===== src/rtl/div_pkg.sv =====
// Shared types and constants for the div_unit signed restoring divider.
package div_pkg;

  localparam int DEFAULT_WIDTH = 32;
  localparam int CNT_W = $clog2(DEFAULT_WIDTH + 1);
  localparam logic [DEFAULT_WIDTH-1:0] MIN_INT = {1'b1, {(DEFAULT_WIDTH-1){1'b0}}};

  typedef enum logic [1:0] {
    IDLE = 2'd0,
    RUN  = 2'd1,
    FIX  = 2'd2
  } div_state_e;

  function automatic int cnt_width(input int width);
    return $clog2(width + 1);
  endfunction

endpackage


===== src/rtl/div_step.sv =====
// One restoring shift-subtract iteration on unsigned magnitudes.
module div_step
  import div_pkg::*;
#(
  parameter int WIDTH = DEFAULT_WIDTH
) (
  input  logic [WIDTH-1:0] rem,
  input  logic [WIDTH-1:0] quo,
  input  logic [WIDTH-1:0] divisor,
  output logic [WIDTH-1:0] next_rem,
  output logic [WIDTH-1:0] next_quo
);

  logic [WIDTH:0] shifted;
  logic [WIDTH:0] trial;

  // rem stays below |divisor| <= 2^(WIDTH-1), so bit WIDTH of trial is a true sign bit.
  always_comb begin
    shifted  = {rem, quo[WIDTH-1]};
    trial    = shifted - {1'b0, divisor};
    next_rem = trial[WIDTH] ? shifted[WIDTH-1:0] : trial[WIDTH-1:0];
    next_quo = {quo[WIDTH-2:0], ~trial[WIDTH]};
  end

endmodule


===== src/rtl/div_unit.sv =====
// Multi-cycle signed divider: IDLE -> RUN (WIDTH iterations) -> FIX.
// Optional DIV_EARLY_EXIT_EN sends divide-by-zero and MIN/-1 straight to FIX.
module div_unit
  import div_pkg::*;
#(
  parameter int WIDTH = DEFAULT_WIDTH
) (
  input  logic             clock,
  input  logic             reset,
  input  logic             ctrl_DIV,
  input  logic [WIDTH-1:0] data_operandA,
  input  logic [WIDTH-1:0] data_operandB,
  output logic [WIDTH-1:0] data_result,
  output logic [WIDTH-1:0] data_remainder,
  output logic             data_exception,
  output logic             data_resultRDY,
  output logic             busy,
  output div_state_e       dbg_state
);

  // Handshake: ctrl_DIV is a request accepted on any edge (it aborts work in flight);
  // data_resultRDY is a one-cycle valid with no back-pressure, results hold until the next completion.

  localparam int CW = cnt_width(WIDTH);
  localparam logic [CW-1:0] LAST = CW'(WIDTH - 1);
  localparam logic [WIDTH-1:0] MIN_VAL = {1'b1, {(WIDTH-1){1'b0}}};

  div_state_e       state;
  logic [CW-1:0]    cnt;
  logic [WIDTH-1:0] rem_r, quo_r, dvsr_r, dividend_r;
  logic             sign_q, sign_r, zero_r, ovf_r;
  logic [WIDTH-1:0] step_rem, step_quo;
  logic [WIDTH-1:0] abs_a, abs_b, fix_q, fix_r;
  logic             zero_in, ovf_in, early, fix_exc;
  div_state_e       start_state;

  assign dbg_state = state;

  div_step #(.WIDTH(WIDTH)) u_step (
    .rem      (rem_r),
    .quo      (quo_r),
    .divisor  (dvsr_r),
    .next_rem (step_rem),
    .next_quo (step_quo)
  );

  always_comb begin
    abs_a   = data_operandA[WIDTH-1] ? -data_operandA : data_operandA;
    abs_b   = data_operandB[WIDTH-1] ? -data_operandB : data_operandB;
    zero_in = (data_operandB == '0);
    ovf_in  = (data_operandA == MIN_VAL) && (data_operandB == '1);
  end

`ifdef DIV_EARLY_EXIT_EN
  assign early = zero_in | ovf_in;
`else
  assign early = 1'b0;
`endif

  assign start_state = early ? FIX : RUN;

  // Exceptional cases override whatever the iteration produced.
  always_comb begin
    fix_exc = zero_r | ovf_r;
    fix_q   = sign_q ? -quo_r : quo_r;
    fix_r   = sign_r ? -rem_r : rem_r;
    if (zero_r) begin
      fix_q = '0;
      fix_r = dividend_r;
    end else if (ovf_r) begin
      fix_q = MIN_VAL;
      fix_r = '0;
    end
  end

  always_ff @(posedge clock) begin
    if (reset) begin
      state          <= IDLE;
      cnt            <= '0;
      rem_r          <= '0;
      quo_r          <= '0;
      dvsr_r         <= '0;
      dividend_r     <= '0;
      sign_q         <= 1'b0;
      sign_r         <= 1'b0;
      zero_r         <= 1'b0;
      ovf_r          <= 1'b0;
      data_result    <= '0;
      data_remainder <= '0;
      data_exception <= 1'b0;
      data_resultRDY <= 1'b0;
      busy           <= 1'b0;
    end else begin
      data_resultRDY <= 1'b0;
      case (state)
        RUN: begin
          if (!ctrl_DIV) begin
            rem_r <= step_rem;
            quo_r <= step_quo;
            cnt   <= cnt + CW'(1);
            if (cnt == LAST) state <= FIX;
          end
        end
        FIX: begin
          data_result    <= fix_q;
          data_remainder <= fix_r;
          data_exception <= fix_exc;
          data_resultRDY <= 1'b1;
          busy           <= 1'b0;
          state          <= IDLE;
        end
        default: ;
      endcase
      // A start overrides the case above; on the FIX edge the finishing flag must survive.
      if (ctrl_DIV) begin
        rem_r      <= '0;
        quo_r      <= abs_a;
        dvsr_r     <= abs_b;
        dividend_r <= data_operandA;
        sign_q     <= data_operandA[WIDTH-1] ^ data_operandB[WIDTH-1];
        sign_r     <= data_operandA[WIDTH-1];
        zero_r     <= zero_in;
        ovf_r      <= ovf_in;
        cnt        <= '0;
        busy       <= 1'b1;
        state      <= start_state;
        if (state != FIX) data_exception <= 1'b0;
      end
    end
  end

endmodule


===== config.mk =====
export PLATFORM = sky130hd
export DESIGN_NAME = div_unit
export DESIGN_NICKNAME = d
export VERILOG_FILES = /design/src/rtl/div_pkg.sv /design/src/rtl/div_step.sv /design/src/rtl/div_unit.sv
export SDC_FILE = /design/constraint.sdc
export NUM_CORES = 1
export LEC_CHECK = 0
export CORE_MARGIN = 3
export CORE_UTILIZATION = 40
export DETAILED_ROUTE_END_ITERATION = 7
export SYNTH_ARGS = -nofsm -noshare
export SYNTH_HDL_FRONTEND = slang
export SYNTH_SLANG_ARGS = --single-unit

===== constraint.sdc =====
create_clock -name clock -period 2.8 [get_ports clock]
set_input_delay 0.56 -clock clock [delete_from_list [all_inputs] [get_ports clock]]
set_output_delay 0.56 -clock clock [all_outputs]
set_load 0.05 [all_outputs]

==> results of run 1 <==
-- layout by cell type (no fill, tap or decap), types with 26 or more instances in the layout --
cell type and count:
sky130_fd_sc_hd__clkdlybuf4s50_1 133, sky130_fd_sc_hd__nor2_1 182, sky130_fd_sc_hd__xor2_1 61, sky130_fd_sc_hd__inv_1 60, sky130_fd_sc_hd__o21ai_0 80, sky130_fd_sc_hd__a211oi_1 55
sky130_fd_sc_hd__mux2i_1 36, sky130_fd_sc_hd__a31oi_1 27, sky130_fd_sc_hd__ha_1 34, sky130_fd_sc_hd__a221oi_1 29, sky130_fd_sc_hd__clkbuf_16 26, sky130_fd_sc_hd__nor3_1 49
sky130_fd_sc_hd__dfxtp_1 202, sky130_fd_sc_hd__o31ai_1 28, sky130_fd_sc_hd__xnor2_1 77, sky130_fd_sc_hd__buf_4 216, sky130_fd_sc_hd__a21oi_1 95, sky130_fd_sc_hd__nand2_1 137
-- power by group --
group	leakage (nW)	total (mW)	switching [mW]	internal [mW]
clock	0.384	3.16	1.27	1.89
combinational	4.65	2.23	1.19	1.04
sequential	1.69	3.18	0.129	3.06
total	6.72	8.58	2.60	5.98
-- layout make-up --
type	count	area [um^2]
repair buffers	367	3230
fillers	2765	12900
flip-flops and latches	206	4130
inverters	61	231
well taps	390	488
multi-input cells	1212	8230
clock buffers	33	686
clock inverters	8	96.3
-- final timing paths --
kind	startpoint	endpoint	slack, ns	cells after the start
max	quo_r[6]$_SDFFE_PP0P_	data_result[30]$_SDFFE_PP0P_	-0.22	8
min	data_result[25]$_SDFFE_PP0P_	data_result[25]$_SDFFE_PP0P_	0.45	2
max reg2reg	quo_r[6]$_SDFFE_PP0P_	data_result[30]$_SDFFE_PP0P_	-0.22	8
min reg2reg	data_result[25]$_SDFFE_PP0P_	data_result[25]$_SDFFE_PP0P_	0.45	2
-- sequential cells by signal, indices dropped and copies added (netlist names) --
signal and flops:
busy 1, data_exception 1, rem_r 32, cnt 6, dbg_state 2, dvsr_r 32, data_result 32, ovf_r 1
zero_r 1, quo_r 32, data_resultRDY 1, data_remainder 32, sign_q 1, dividend_r 32
-- cells by family (layout without fill, tap and decap cells) --
family	Yosys count	after routing	synth area share [%]
DFF	206	206	33.3
xor gates and xnor gates	142	142	10.1
adders and majority gates	39	39	4.00
buffers and inverters	163	469	4.95
muxes	37	37	3.00
and+or+nand+nor	542	542	20.4
AOI/OAI and AO/OA	452	452	24.2
-- repair_timing --
item	4_1_cts	5_1_grt
pin swaps	8	50
cloned	2	4
setup buffers	10	2
endpoints found under the hold margin	0	0
endpoints found under the setup margin	47	67
resized for setup	27	115
-- worst min-delay path: stages (launching register included) --
cell and delay, ns:
sky130_fd_sc_hd__dfxtp_1 0.31, sky130_fd_sc_hd__nand2_1 0.05, sky130_fd_sc_hd__o21ai_1 0.05
-- metal layers --
| layer | vias up | GRT usage, % | routed length (um) |
|---|---|---|---|
| met5 | - | 0 | 0 |
| met2 | 413 | 40.1 | 19900 |
| li1 | 6319 | - | - |
| met3 | 80 | 2.40 | 2390 |
| met4 | 0 | 6.73 | 1270 |
| met1 | 6003 | 33.4 | 19100 |
==> PnR_summary.wiki, run 1 <==
{| class="wikitable"
! Metric !! Value
|-
| Aggregate routed wire length || 42700 um
|-
| Finished Cell Area || 17100 um^2
|-
| Post-synth net total || about 1.7k
|-
| Global placer's final weighted congestion || 0.924
|-
| Count of non-filler cells in the finished layout || 2277
|-
| Most frequent cells after synthesis || sky130_fd_sc_hd__dfxtp_1 (206), sky130_fd_sc_hd__nor2_1 (184), sky130_fd_sc_hd__nand2_1 (158), sky130_fd_sc_hd__a21oi_1 (102), sky130_fd_sc_hd__o21ai_0 (95)
|-
| Most common flop cell mapped by yosys || sky130_fd_sc_hd__dfxtp_1
|-
| Slowest cell on the critical path || sky130_fd_sc_hd__or4b_4
|-
| Biggest area consumer among synthesized cells || sky130_fd_sc_hd__dfxtp_1
|-
| Clock tree skew after final layout || between 0.01 and 0.015 ns
|-
| Setup TNS after final layout || -0.745 ns
|-
| Run status || complete, but fails checks
|-
| Hold violation count in the final report || 0
|-
| Worst Setup End Kind || register
|-
| Share of final-layout standard cells stronger than drive strength 1 || 20.3%
|-
| Post-synth top area share || 33.3%
|-
| Number of global-route vias before repair || roughly 12k
|-
| Total Die Area || 33100 um^2
|-
| Mean post-synth cell area || 7.83 um^2
|-
| Dominant cell by count in the synthesized netlist || sky130_fd_sc_hd__dfxtp_1
|-
| Final number of max-transition violations || 0
|-
| Total buffers and inverters traversed by the critical path || 1
|-
| Crit path max-delay family || simple AND/OR/NAND/NOR gates
|-
| Class of the tightest hold or removal check || reg2reg
|-
| Pre-CTS WS || -0.574 ns
|-
| Clock slew at the register clock pins of the worst setup and hold paths || about 0.060 ns
|-
| Hold Worst Slack || 0.449 ns
|-
| Library cells used by synthesis || 64
|-
| Number of rows in the core area || 63
|-
| Launching element type of the critical path || register
|-
| Buffer cell driving the clock tree root || sky130_fd_sc_hd__clkbuf_16
|-
| Fraction of registers with async set or reset after synthesis || 0%
|-
| Post-layout worst setup margin || -0.217 ns
|-
| Mapped cell area || 12400 um^2
|-
| Wire length of the first global-routing pass || 65300 um
|-
| Max incr delay on CP || 0.54 ns
|-
| Failing checks || negative setup slack
|-
| Number of synthesized flops with an enable pin || 0
|-
| Number of maximum-capacitance constraint violations || 0
|-
| Proportion of synthesized chip area in sequential cells || 33.3%
|-
| All-Layer GR Usage || 24.1%
|-
| Maximum resistive drop on vdd || roughly 0.47 mV
|-
| Maximum count of clock buffers along a single path || 3
|-
| Leakage power || 6.72 nW
|-
| CTS tree || built
|-
| Highest attainable clock frequency || 331 MHz
|-
| Antenna cell count || 0
|-
| Final core utilization || 56.9%
|-
| Worst-Margin Slew || approximately 0.8 ns
|-
| Post-DR vias/cell || 5.63
|-
| Core Footprint || 30000 um^2
|-
| Largest net degree at the start of global routing || 83
|-
| Cells after Synth || 1581
|-
| Clock H-tree levels || 1
|-
| Drt first-iter violations || 962
|-
| Power density of the placed cells || 502 nW/um^2
|-
| Post-DR wirelength/cell || 18.8 um
|-
| TritonCTS Sinks || a little over 200
|-
| IO Count || approximately 140
|-
| Placed standard-cell area || roughly 16000 um^2
|-
| Area delta synth->final || 38.1%
|-
| CP max FO || 4
|-
| Final-report setup violation count || 6
|-
| Number of storage elements in the synthesis netlist || 206
|-
| Unrepaired setup endpoints after global routing || true
|-
| Clock network latency to the later pin of the worst-skew pair || 0.52 ns
|-
| Ordered cell list for the critical path || or4_4 > or3_4 > or4_4 > or4b_4 > buf_4 > o31ai_4 > xor2_1 > o21ai_0
|-
| DRC errors left || 0
|-
| Initial core utilization || approximately two fifths
|-
| Arrival time at the worst endpoint || between 3 and 4 ns
|-
| Number of vias in the routed layout || between 10k and 15k
|-
| Max-slew headroom at the worst pin || 45.3%
|-
| Half-perimeter wire length of the detailed placement result || 31800 um
|-
| Dominant cells by area after synthesis || sky130_fd_sc_hd__dfxtp_1 (33%), sky130_fd_sc_hd__xnor2_1 (5.7%), sky130_fd_sc_hd__nor2_1 (5.6%)
|-
| Tcrit/Tclk final || 108%
|-
| Number of port buffers || 135
|-
| Most common cell type on the critical path || sky130_fd_sc_hd__or4_4
|-
| Startpoint-to-endpoint class of the critical path || reg2reg
|-
| Die height || 182 um
|-
| Num CTS Buffers || 25
|-
| Instance count after placement with tap cells included || 2219
|-
| Period minus WS final || 3.02 ns
|-
| Number of iterations in the first detailed-routing pass || 5
|-
| Count of warnings emitted by yosys || 0
|-
| Total power consumption of the routed design || 8.58 mW
|-
| Number of nets in the final layout || between 1.5k and 2k
|-
| Number of antenna violations at the first check in global routing || 0
|-
| Antenna Violating Nets Remaining || 0
|-
| CTS Hold Bufs || 0
|-
| Die Width || approximately 180 um
|-
| Critical Path RT || 3.20 ns
|-
| Overflow left after global routing || 0
|}
Power figures use the tool's default switching activity.
==> run 2, diff against run 1 <==
Clock period 2.8 ns to 3.8 ns, I/O delays scaled along.
==> PnR_summary.wiki, run 2 (synthesis results as in run 1) <==
{| class="wikitable"
! Metric !! Value
|-
| Max incr delay on CP || 0.59 ns (+0.05 ns)
|-
| Area delta synth->final || 21.5%
|-
| CTS tree || built
|-
| Global placer's final weighted congestion || 0.884 (-4.4%)
|-
| Critical Path RT || 4.22 ns (+1.02 ns)
|-
| Core Footprint || 30000 um^2 (unchanged)
|-
| Period minus WS final || 3.31 ns (+0.291 ns)
|-
| Cell count along the critical path || 8 (unchanged)
|-
| Number of port buffers || 135 (unchanged)
|-
| Power density of the placed cells || 398 nW/um^2 (-21%)
|-
| Setup TNS after final layout || 0 ns (+0.745 ns)
|-
| Hold violation count in the final report || 0 (unchanged)
|-
| Worst-Margin Slew || 0.959 ns (+0.138 ns)
|-
| Most common cell type on the critical path || sky130_fd_sc_hd__or4_4
|-
| Num CTS Buffers || 25 (unchanged)
|-
| Tcrit/Tclk final || 87.1% (-21 points)
|-
| CTS Hold Bufs || 0 (unchanged)
|-
| Buffer cell driving the clock tree root || sky130_fd_sc_hd__clkbuf_16
|-
| TritonCTS Sinks || 206 (unchanged)
|-
| Maximum resistive drop on vdd || 0.318 mV (-33%)
|-
| Max-slew headroom at the worst pin || 35.5% (-9.8 points)
|-
| Arrival time at the worst endpoint || 3.73 ns (+0.31 ns)
|-
| Run status || completed
|-
| Most common library cell in the layout ignoring fill and taps || sky130_fd_sc_hd__dfxtp_1
|-
| Switching power || 1.75 mW (-33%)
|-
| Capturing point of the worst reg2reg path || data_result[31]$_SDFFE_PP0P_
|-
| Final core utilization || 50.0% (-6.8 points)
|-
| Overflow left after global routing || 0 (unchanged)
|-
| Switching Fraction || 29.2% (-1.0 points)
|-
| Die height || 182 um (unchanged)
|-
| Clock slew at the register clock pins of the worst setup and hold paths || 0.06 ns (about the same)
|-
| Class of the tightest hold or removal check || reg2reg
|-
| Worst-case register-to-register setup slack || 0.49 ns (+0.71 ns)
|-
| FILL cells || 2968 (+7.3%)
|-
| Clock tree skew after final layout || 0.0224 ns (+0.0106 ns)
|-
| Comb pwr share || 20.4% (-5.6 points)
|-
| Post-DR wirelength/cell || 18.3 um (-2.7%)
|-
| Antenna Violating Nets Remaining || 0 (unchanged)
|-
| Launching element type of the critical path || register
|-
| Initial core utilization || 41.2% (unchanged)
|-
| Maximum count of clock buffers along a single path || 3 (unchanged)
|-
| Crit path max-delay family || simple AND/OR/NAND/NOR gates
|-
| Startpoint-to-endpoint class of the critical path || reg2reg
|-
| Area taken by flip-flops and latches || 4120 um^2 (-0.12%)
|-
| Ordered cell list for the critical path || or4_4 > or3_4 > or4_4 > or4b_4 > o41ai_2 > xnor2_1 > nor2_1 > o41ai_1
|-
| Number of global-route vias before repair || 11.0k (-8.7%)
|-
| Final number of max-transition violations || 0 (unchanged)
|-
| Number of rows in the core area || 63 (unchanged)
|-
| Post-DR vias/cell || 5.72 (+1.7%)
|-
| Total Die Area || 33100 um^2 (unchanged)
|-
| Clock H-tree levels || 1 (unchanged)
|-
| CTS-repair resized insts || 0 (-100%)
|-
| Slowest cell on the critical path || sky130_fd_sc_hd__or4b_4
|-
| Drt first-iter violations || 1036 (+7.7%)
|-
| Total buffers and inverters traversed by the critical path || 0 (-1)
|-
| Clock network fraction of total power || 40.0% (+3.1 points)
|-
| Unrepaired setup endpoints after global routing || false
|-
| Number of antenna violations at the first check in global routing || 0 (unchanged)
|-
| Die Width || 182 um (unchanged)
|-
| Crit path capture || data_result[31]$_SDFFE_PP0P_
|-
| IO Count || 136 (unchanged)
|-
| Worst setup path start || quo_r[6]$_SDFFE_PP0P_
|-
| Internal power || 4.23 mW (-29%)
|-
| Number of maximum-capacitance constraint violations || 0 (unchanged)
|-
| Wire length of the first global-routing pass || 61400 um (-6.1%)
|-
| Largest net degree at the start of global routing || 76 (-8.4%)
|-
| Share of final-layout standard cells stronger than drive strength 1 || 6.59% (-14 points)
|-
| Final-report setup violation count || 0 (-6)
|-
| Number of vias in the routed layout || 12.0k (-6.7%)
|-
| Half-perimeter wire length of the detailed placement result || 29000 um (-8.6%)
|-
| Leakage power || 5.62 nW (-16%)
|-
| Worst flop-to-flop path startpoint || quo_r[6]$_SDFFE_PP0P_
|-
| Antenna cell count || 0 (unchanged)
|-
| All-Layer GR Usage || 22.3% (-1.8 points)
|-
| CP max FO || 7 (+3)
|-
| Worst Setup End Kind || register
|-
| Top library cells by usage in the layout, fill and taps aside || sky130_fd_sc_hd__dfxtp_1 (206), sky130_fd_sc_hd__nor2_1 (183), sky130_fd_sc_hd__nand2_1 (158)
|-
| Sequential share of power || 39.6% (+2.5 points)
|-
| Clock network latency to the later pin of the worst-skew pair || 0.52 ns (about the same)
|-
| DRC errors left || 0 (unchanged)
|-
| Highest attainable clock frequency || 302 MHz (-8.8%)
|-
| Worst Reg2Reg Path Length in Cells || 8 (unchanged)
|-
| Number of nets in the final layout || 1788 (-9.7%)
|-
| Number of iterations in the first detailed-routing pass || 5 (unchanged)
|-
| Buffers inserted by post-CTS timing repair || 0 (-10)
|-
| Multi-input gate area || 7680 um^2 (-6.7%)
|-
| Aggregate routed wire length || 38100 um (-11%)
|}
==> run 2: cell count changes in the layout (fill, tap and decap cells not counted), sizes merged <==
cell      change
clkbuf        +3
clkinv        -1
clkinvlp      -1
inv           +1
buf         -190
==> run 2: per-layer routing <==
| layer | vias up | global-route usage, % | part of all wire, % |
|---|---|---|---|
| met4 | 0 | 4.63 | 1.9 |
| met3 | 40 | 2.56 | 5.4 |
| met1 | 5672 | 32.4 | 47 |
| met2 | 325 | 35.9 | 45 |
| met5 | - | 0 | 0 |
| li1 | 5915 | - | - |
==> run 2: how the worst min path moves through the flow <==
stage                                       startpoint                            to  slack [ns]  cells past startpoint
after global placement    data_result[24]$_SDFFE_PP0P_  data_result[24]$_SDFFE_PP0P_        0.43                      2
after global routing      data_result[17]$_SDFFE_PP0P_  data_result[17]$_SDFFE_PP0P_        0.48                      2
after detailed placement  data_result[29]$_SDFFE_PP0P_  data_result[29]$_SDFFE_PP0P_        0.44                      2
after floorplan                dvsr_r[31]$_SDFFE_PP0P_       dvsr_r[31]$_SDFFE_PP0P_        0.42                      2
final                     data_result[29]$_SDFFE_PP0P_  data_result[29]$_SDFFE_PP0P_        0.45                      2
after CTS                 data_result[29]$_SDFFE_PP0P_  data_result[29]$_SDFFE_PP0P_        0.45                      2
==> run 2: layout make-up <==
type                            instances  share of cell area [%]
Tap cell                              390                    3.25
Multi-Input combinational cell       1212                    51.1
Inverter                               61                    1.52
Clock inverter                          7                   0.641
Timing Repair Buffer                  176                    11.2
Clock buffer                           37                    4.86
Sequential cell                       206                    27.4
==> run 2: through the flow <==
stage	hold slack (ns)	cells	worst slack (ns)	power, mW	cell area, um^2
global route	0.475	2089	0.305	6.28	15000
CTS	0.454	2089	0.498	6.03	15000
floorplan	0.420	1581	0.713	3.21	12400
detailed placement	0.441	2045	0.107	3.62	14200
finish	0.447	2089	0.492	5.98	15000
global placement	0.434	2045	0.184	3.61	14200
==> run 2: power by group through the flow <==
| stage | Sequential [mW] | Combinational [mW] | Clock (mW) |
|---|---|---|---|
| finish | 2.36 | 1.22 | 2.39 |
| global route | 2.38 | 1.36 | 2.54 |
| CTS | 2.36 | 1.22 | 2.44 |
| detailed placement | 2.41 | 1.21 | 0 |
| global placement | 2.41 | 1.21 | 0 |
| floorplan | 2.37 | 0.847 | 0 |
==> run 2: worst reg2reg max path, delay by kind of cell (launching register included) <==
kind,cells,cell delay [ns]
AO/OA/AOI/OAI,2,0.61
flip-flops,1,0.39
XOR/XNOR,1,0.16
AND/OR/NAND/NOR,5,2.04
